[config.mk]
export PLATFORM = sky130hd
export DESIGN_NAME = clk_div_prog
export DESIGN_NICKNAME = d
export VERILOG_FILES = /design/src/rtl/clk_div_prog.sv
export SDC_FILE = /design/constraint.sdc
export NUM_CORES = 1
export LEC_CHECK = 0
export CAP_MARGIN = 20
export CORE_MARGIN = 2
export CORE_UTILIZATION = 56
export CTS_CLUSTER_SIZE = 8
export DETAILED_ROUTE_END_ITERATION = 8
export PLACE_DENSITY = 0.82
export SLEW_MARGIN = 20
export SYNTH_ARGS = -nofsm -noshare
export SYNTH_HDL_FRONTEND = slang
export SYNTH_SLANG_ARGS = --single-unit
[constraint.sdc]
create_clock -name clk_in -period 3.1 [get_ports clk_in]
set_input_delay 0.465 -clock clk_in [delete_from_list [all_inputs] [get_ports clk_in]]
set_output_delay 0.465 -clock clk_in [all_outputs]
set_load 0.05 [all_outputs]
[src/rtl/clk_div_prog.sv]
// Programmable integer clock divider with period-boundary config handoff.
// Optional CLKDIV_SYNC_EN adds sync_in for phase alignment of several dividers.
module clk_div_prog #(
  parameter int WIDTH        = 8,
  parameter int DEFAULT_DIV  = 10,
  parameter int DEFAULT_HIGH = 5
) (
  input  logic             clk_in,
  input  logic             reset,
  input  logic             en,
`ifdef CLKDIV_SYNC_EN
  input  logic             sync_in,
`endif
  input  logic             cfg_valid,
  output logic             cfg_ready,
  input  logic [WIDTH-1:0] cfg_div,
  input  logic [WIDTH-1:0] cfg_high,
  output logic             cfg_err,
  output logic [WIDTH-1:0] count,
  output logic             clk_out,
  output logic             tick
);

  localparam logic [WIDTH-1:0] DIV_RST  = WIDTH'(DEFAULT_DIV);
  localparam logic [WIDTH-1:0] HIGH_RST = WIDTH'(DEFAULT_HIGH);
  localparam logic [WIDTH-1:0] ONE      = WIDTH'(1);
  localparam logic [WIDTH-1:0] TWO      = WIDTH'(2);

  logic [WIDTH-1:0] div;
  logic [WIDTH-1:0] high;
  logic [WIDTH-1:0] p_div;
  logic [WIDTH-1:0] p_high;
  logic [WIDTH-1:0] high_clamped;
  logic [WIDTH-1:0] count_nxt;
  logic             p_vld;
  logic             wrap;
  logic             accept;
  logic             bad_cfg;
  logic             sync_hit;
  logic             restart;

`ifdef CLKDIV_SYNC_EN
  assign sync_hit = sync_in;
`else
  assign sync_hit = 1'b0;
`endif

  assign cfg_ready = !p_vld;
  assign accept    = cfg_valid && cfg_ready;
  assign bad_cfg   = cfg_div < TWO;
  assign wrap      = (count == div - ONE);
  assign count_nxt = count + ONE;
  // A held divider with a pending config restarts at once rather than waiting.
  assign restart   = sync_hit || (en && wrap) || (!en && p_vld);

  always_comb begin
    high_clamped = cfg_high;
    if (cfg_high == '0)
      high_clamped = ONE;
    else if (cfg_high >= cfg_div)
      high_clamped = cfg_div - ONE;
  end

  always_ff @(posedge clk_in or posedge reset) begin
    if (reset) begin
      count   <= '0;
      clk_out <= 1'b1;
      tick    <= 1'b0;
      cfg_err <= 1'b0;
      div     <= DIV_RST;
      high    <= HIGH_RST;
      p_div   <= DIV_RST;
      p_high  <= HIGH_RST;
      p_vld   <= 1'b0;
    end else begin
      cfg_err <= accept && bad_cfg;
      tick    <= 1'b0;
      if (accept && !bad_cfg) begin
        p_vld  <= 1'b1;
        p_div  <= cfg_div;
        p_high <= high_clamped;
      end
      if (restart) begin
        count   <= '0;
        clk_out <= 1'b1;
        tick    <= sync_hit || en;
        if (p_vld) begin
          div   <= p_div;
          high  <= p_high;
          p_vld <= 1'b0;
        end
      end else if (en) begin
        count   <= count_nxt;
        clk_out <= count_nxt < high;
      end
    end
  end

endmodule

==> reports/results.txt, run 1 <==
vias in the first global route - 2,027
Synth area leaders - dfrtp_1 (33%), dfstp_2 (8.8%), ha_1 (8.4%)
RSZ-0062 raised after global routing - false
ANT nets after route - 0
IO buf count - 31
register area - 1110 um2
P_int - 1.44 mW
Post-route DRC - 0
cell count after synthesis - 262
setup_tns - 0 ns
Max FO, Critical Path - 16
Synth Area per Inst - 10.3 um2
Final setup viols - 0
Die W - 73.3 um
cell taking the most area after synthesis - dfrtp_1
hold crit path type - flop to flop
Crit Path Class - flop to flop
Reg clk slew, reported paths - 0.08 ns
Max Cap Viol - 0
register area share after synthesis - 41.3%
largest net degree at the start of global routing - 45
Root Buffer - clkbuf_8
Post-synth EDFFs - 0
fill count - 382
post-synthesis cell type count - 46
min Tclk post-route - 2.67 ns
final std cells w/o fill - 350
Final Hold Viols - 0
GP Congestion - 0.930
count leader, synth - dfrtp_1
slew margin rel. - 64.1%
Mapped Area - 2690 um2
via/cell ratio - 5.75
GR Util All Layers - 22.9%
GRT overflow - 0
Clock Sinks - 44
fmax - 0.374 GHz
final core utilization - 67.0%
Vias - 2,013
area added between synthesis and finish - 16.8%
Synth Register Bits - 44
Slowest Stage Delay on Critical Path - 0.43 ns
final hold slack - 0.482 ns
I/O Pins - 32
Routed WL per cell - 15.9 um
ys flop type - dfrtp_1
global-route wire length before repair - 9.28 mm
switching share of power - 37.4%
Worst setup EP type - flop
Multi-input gate area - 1430 um2
Synth warnings - 0
TritonCTS buffer count - 5
CTS resizes - 0
min-delay src - p_div[3]
Final Max Slew Viols - 0
Sequential Power Share - 43.1%
LEAKAGE - 1.50 nW
dpl hpwl - 4.18 mm
DRT Pass-1 Iters - 4
Comb power frac - 40.3%
R2R Path End - div[5]
clk buf depth - 2
Req. time, crit path - 3.29 ns
antenna violations before repair - 0
commonest cells in the synthesized netlist - dfrtp_1 (35), inv_1 (25), nand2_1 (25), ha_1 (18), o21ai_0 (18)
FFs w/ async S/R, synth - 100%
clk_lat worst skew - 0.30 ns
startpoint types - flop
share of cells above drive strength 1 - 14.5%
clock share of power - 16.6%
Chip Height - 73.3 um
r2r startpoint - div[0]
num rows - 25
Max H-tree Level - 2
n_diodes - 0
Mapped Nets - 300
worst-margin pin slew - 0.538 ns
Starting Density - 57.3%
worst path cell trace - inv_1 > ha_1 > or3b_1 > o31a_1 > o2111ai_1 > o21ai_0 > nand3_4 > mux2_2
Setup Fix Bufs, Post-CTS - 0
WHS Endpoint - p_div[3]
fin crit share - 86.2%
Slowest cell on crit path - dfrtp_1
CTS tree - done
Iteration-0 DRC Markers - 69
WP data arrival - 2.86 ns
wirelength, routed - 5.55 mm
Die ar. - 5370 um2
reg2reg setup slack - 0.43 ns
Sw Pwr - 0.864 mW
nets - 333
# hold bufs at CTS - 0
Worst Hold Depth - 2
CORE AREA - 4690 um2
run status - finished, final reports clean
Synth top area share - 32.6%
Worst VDD drop - 0.320 mV
placed insts - 342
Worst R2R Path Depth - 8
PwrDens - 734 nW/um2
skew final - 0.00696 ns
==> flip-flops by register name (all words and copies together), names as in the netlist <==
signal   count
count        8
high         8
p_vld        1
tick         1
clk_out      1
p_div        8
p_high       8
div          8
cfg_err      1
==> worst max path at each step <==
stage                     depth (start not counted)  slack (ns)        from   endpoint
after floorplan                                   8        0.66    count[2]    clk_out
after global placement                            9        0.41  cfg_div[5]  p_high[5]
after detailed placement                          9        0.33  cfg_div[5]  p_high[1]
after CTS                                         8        0.41      div[0]     div[5]
after global routing                              8        0.27      div[0]     div[7]
final                                             8        0.43      div[0]     div[5]
==> worst max-delay path: cells and delay by family, from the launching register on <==
kind,cells,cell delay (ns)
AND/OR/NAND/NOR,2,0.72
AO/OA/AOI/OAI,3,0.71
flip-flops,1,0.43
multiplexers,1,0.38
adder cells (fa/ha/maj),1,0.22
buffers and inverters,1,0.09
==> cell families (layout without fill, tap and decap cells) <==
group / count (synthesis) / count (layout) / share of synthesized area (%)
simple gates: 73 / 73 / 14.1
compound gates: 48 / 48 / 12.7
flops: 44 / 44 / 41.3
buf+inv: 34 / 68 / 5.63
mux: 24 / 24 / 11.1
xor+xnor: 21 / 21 / 6.84
fa+ha+maj: 18 / 18 / 8.37
==> layout make-up <==
class                           count  share of cell area, %
Multi-Input combinational cell    184                   45.5
Sequential cell                    44                   35.4
Timing Repair Buffer               35                   10.8
Inverter                           25                   2.99
Clock buffer                        6                   2.63
Tap cell                           54                   2.15
Clock inverter                      2                  0.478
==> routing by layer <==
layer / global-route usage (%) / wire, um / share of wire (%) / vias up
met5: 0 / 0 / 0 / -
met3: 3.98 / 194 / 3.5 / 17
met4: 11.1 / 195 / 3.5 / 0
met1: 27.6 / 2440 / 44 / 948
met2: 39.4 / 2720 / 49 / 57
li1: - / - / - / 991
==> power groups by stage <==
stage | Combinational [mW] | Clock, mW | Sequential, mW
global placement | 0.897 | 0 | 0.982
floorplan | 0.701 | 0 | 0.988
global route | 1.04 | 0.413 | 1.02
detailed placement | 0.930 | 0 | 1.00
finish | 0.930 | 0.383 | 0.994
CTS | 0.942 | 0.390 | 0.993
==> through the flow <==
step | power [mW] | setup slack [ns] | cell area [um2]
global placement | 1.88 | 0.409 | 3050
CTS | 2.33 | 0.405 | 3140
global route | 2.47 | 0.269 | 3140
finish | 2.31 | 0.428 | 3140
floorplan | 1.69 | 0.656 | 2690
detailed placement | 1.93 | 0.329 | 3050
==> cell usage in the layout (no fill, tap or decap), drive strengths merged, types with 12 or more instances in the layout <==
| cell | synthesis | layout |
|---|---|---|
| dfrtp | 35 | 35 |
| clkdlybuf4s50 | 0 | 31 |
| inv | 25 | 25 |
| nand2 | 25 | 25 |
| o21ai | 18 | 18 |
| ha | 18 | 18 |
| mux2 | 16 | 16 |
| xnor2 | 13 | 13 |
| nor2 | 12 | 12 |
Power figures use the tool's default switching activity.
==> run 2, diff against run 1 <==
PLACE_DENSITY = default   (was 0.82)
PLACE_DENSITY_LB_ADDON = 0.1   (was default)
==> run 2 against run 1 <==
Hold slack better by 0.0048 ns. Largest power group unchanged. Highest routed layer unchanged. Count of clock-buffer cells in the layout is 1 lower. Register-to-register slack better by 0.05 ns. Wire length up 3.0%. Critical path type unchanged.
==> reports/results.txt, run 2 (synthesis gave the netlist of run 1 again) <==
most frequent cells in the layout - dfrtp_1 (35), clkdlybuf4s50_1 (31), inv_1 (25), nand2_1 (25)
largest net degree at the start of global routing - 45
n_diodes - 0
Root Buffer - clkbuf_8
Final Max Slew Viols - 0
clk buf depth - 2
RSZ-0062 raised after global routing - false
Die W - 73.3 um
via/cell ratio - 5.73
reg2reg setup slack - 0.48 ns
nets - 334
CTS tree - done
Worst setup EP type - flop
Worst R2R Path Depth - 8
num rows - 25
global-route wire length before repair - 9.69 mm
run status - finished, final reports clean
Worst VDD drop - 0.399 mV
area added between synthesis and finish - 19.4%
dpl hpwl - 4.31 mm
CORE AREA - 4690 um2
Starting Density - 57.3%
CTS resizes - 0
DRT Pass-1 Iters - 4
Finished Cell Area - 3210 um2
Met3 Routed Length - 162 um
Max H-tree Level - 2
share of cells above drive strength 1 - 14.8%
Chip Height - 73.3 um
GRT overflow - 0
Post-route DRC - 0
Post-Route M1 WL - 2.59 mm
ANT nets after route - 0
WP data arrival - 2.81 ns
Worst Setup SP - div[0]
min Tclk post-route - 2.62 ns
TritonCTS buffer count - 5
fin crit share - 84.4%
Req. time, crit path - 3.29 ns
Routed WL per cell - 16.3 um
startpoint types - flop
Final WS setup - 0.482 ns
Iteration-0 DRC Markers - 76
IO buf count - 31
Final Hold Viols - 0
Max FO, Critical Path - 16
Die ar. - 5370 um2
Crit Path Class - flop to flop
clk_lat worst skew - 0.30 ns
slew margin rel. - 63.4%
fmax - 0.382 GHz
Setup crit end - high[7]
Cell Area, Placed - 3050 um2
wirelength, routed - 5.72 mm
uppermost routed layer - met4
Post-Place Worst Slack - 0.281 ns
vias in the first global route - 2,006
# hold bufs at CTS - 0
Vias - 2,011
r2r startpoint - div[0]
GP Congestion - 0.904
skew final - 0.00826 ns
Final setup viols - 0
PwrDens - 786 nW/um2
setup_tns - 0 ns
Setup Fix Bufs, Post-CTS - 0
Reg clk slew, reported paths - 0.09 ns
worst-margin pin slew - 0.549 ns
R2R Path End - high[7]
I/O Pins - 32
LEAKAGE - 1.54 nW
Max Cap Viol - 0
met2 WL - 2.80 mm
hold crit path type - flop to flop
antenna violations before repair - 0
most common cell after layout, fill and taps aside - dfrtp_1
Clock Sinks - 44
GR Util All Layers - 23.7%
==> run 2: changes by cell type in the layout (fill, tap and decap cells not counted), sizes merged <==
| cell | delta |
|---|---|
| clkinvlp | -2 |
| clkbuf | -1 |
| bufinv | +3 |
| buf | +1 |
==> run 2: stage by stage <==
| stage | utilization, % | power, mW | hold WS (ns) | std cells |
|---|---|---|---|---|
| final | 68.5 | 2.52 | 0.487 | 351 |
| after global routing | 68.5 | 2.69 | 0.520 | 351 |
| after CTS | 68.5 | 2.53 | 0.492 | 351 |
| after detailed placement | 65.1 | 1.92 | 0.472 | 343 |
| after global placement | 65.1 | 1.89 | 0.464 | 343 |
| after floorplan | - | 1.69 | 0.446 | 262 |
==> run 2: how the worst min path moves through the flow <==
| stage | cells after the start | from | slack, ns | endpoint |
|---|---|---|---|---|
| 5_1_grt | 2 | p_div[1] | 0.52 | p_div[1] |
| 6_report | 2 | p_high[2] | 0.49 | p_high[2] |
| 3_5_place_dp | 2 | p_high[7] | 0.47 | p_high[7] |
| 2_1_floorplan | 2 | p_div[4] | 0.45 | p_div[4] |
| 4_1_cts | 2 | p_div[1] | 0.49 | p_div[1] |
| 3_3_place_gp | 2 | p_div[4] | 0.46 | p_div[4] |
==> run 2: metal layers <==
metal | up-vias | GRT usage (%)
li1 | 984 | -
met5 | - | 0
met2 | 47 | 39.0
met3 | 13 | 4.25
met4 | 0 | 9.09
met1 | 967 | 31.0
==> run 2: critical path: stages, from the launching register on <==
cell and delay (ns):
dfrtp_1 0.44, inv_1 0.08, ha_1 0.21, or3b_1 0.42, o31a_1 0.25, o2111ai_1 0.24
o21ai_0 0.19, nand3_4 0.30, mux2_2 0.38
==> run 2: final cells by class <==
cell class                 count  area [um2]
fill                         382        1480
tap                           54        67.6
clock inverter                 3        90.1
inverter                      25        93.8
multi-input combinational    184        1430
sequential                    44        1110
timing repair buffer          36         348
clock buffer                   5        68.8
==> run 2: report_power, final <==
part,leakage (nW),internal (mW),switching [mW]
clock,0.0784,0.403,0.202
sequential,0.539,0.791,0.194
combinational,0.921,0.474,0.459
total,1.54,1.67,0.855
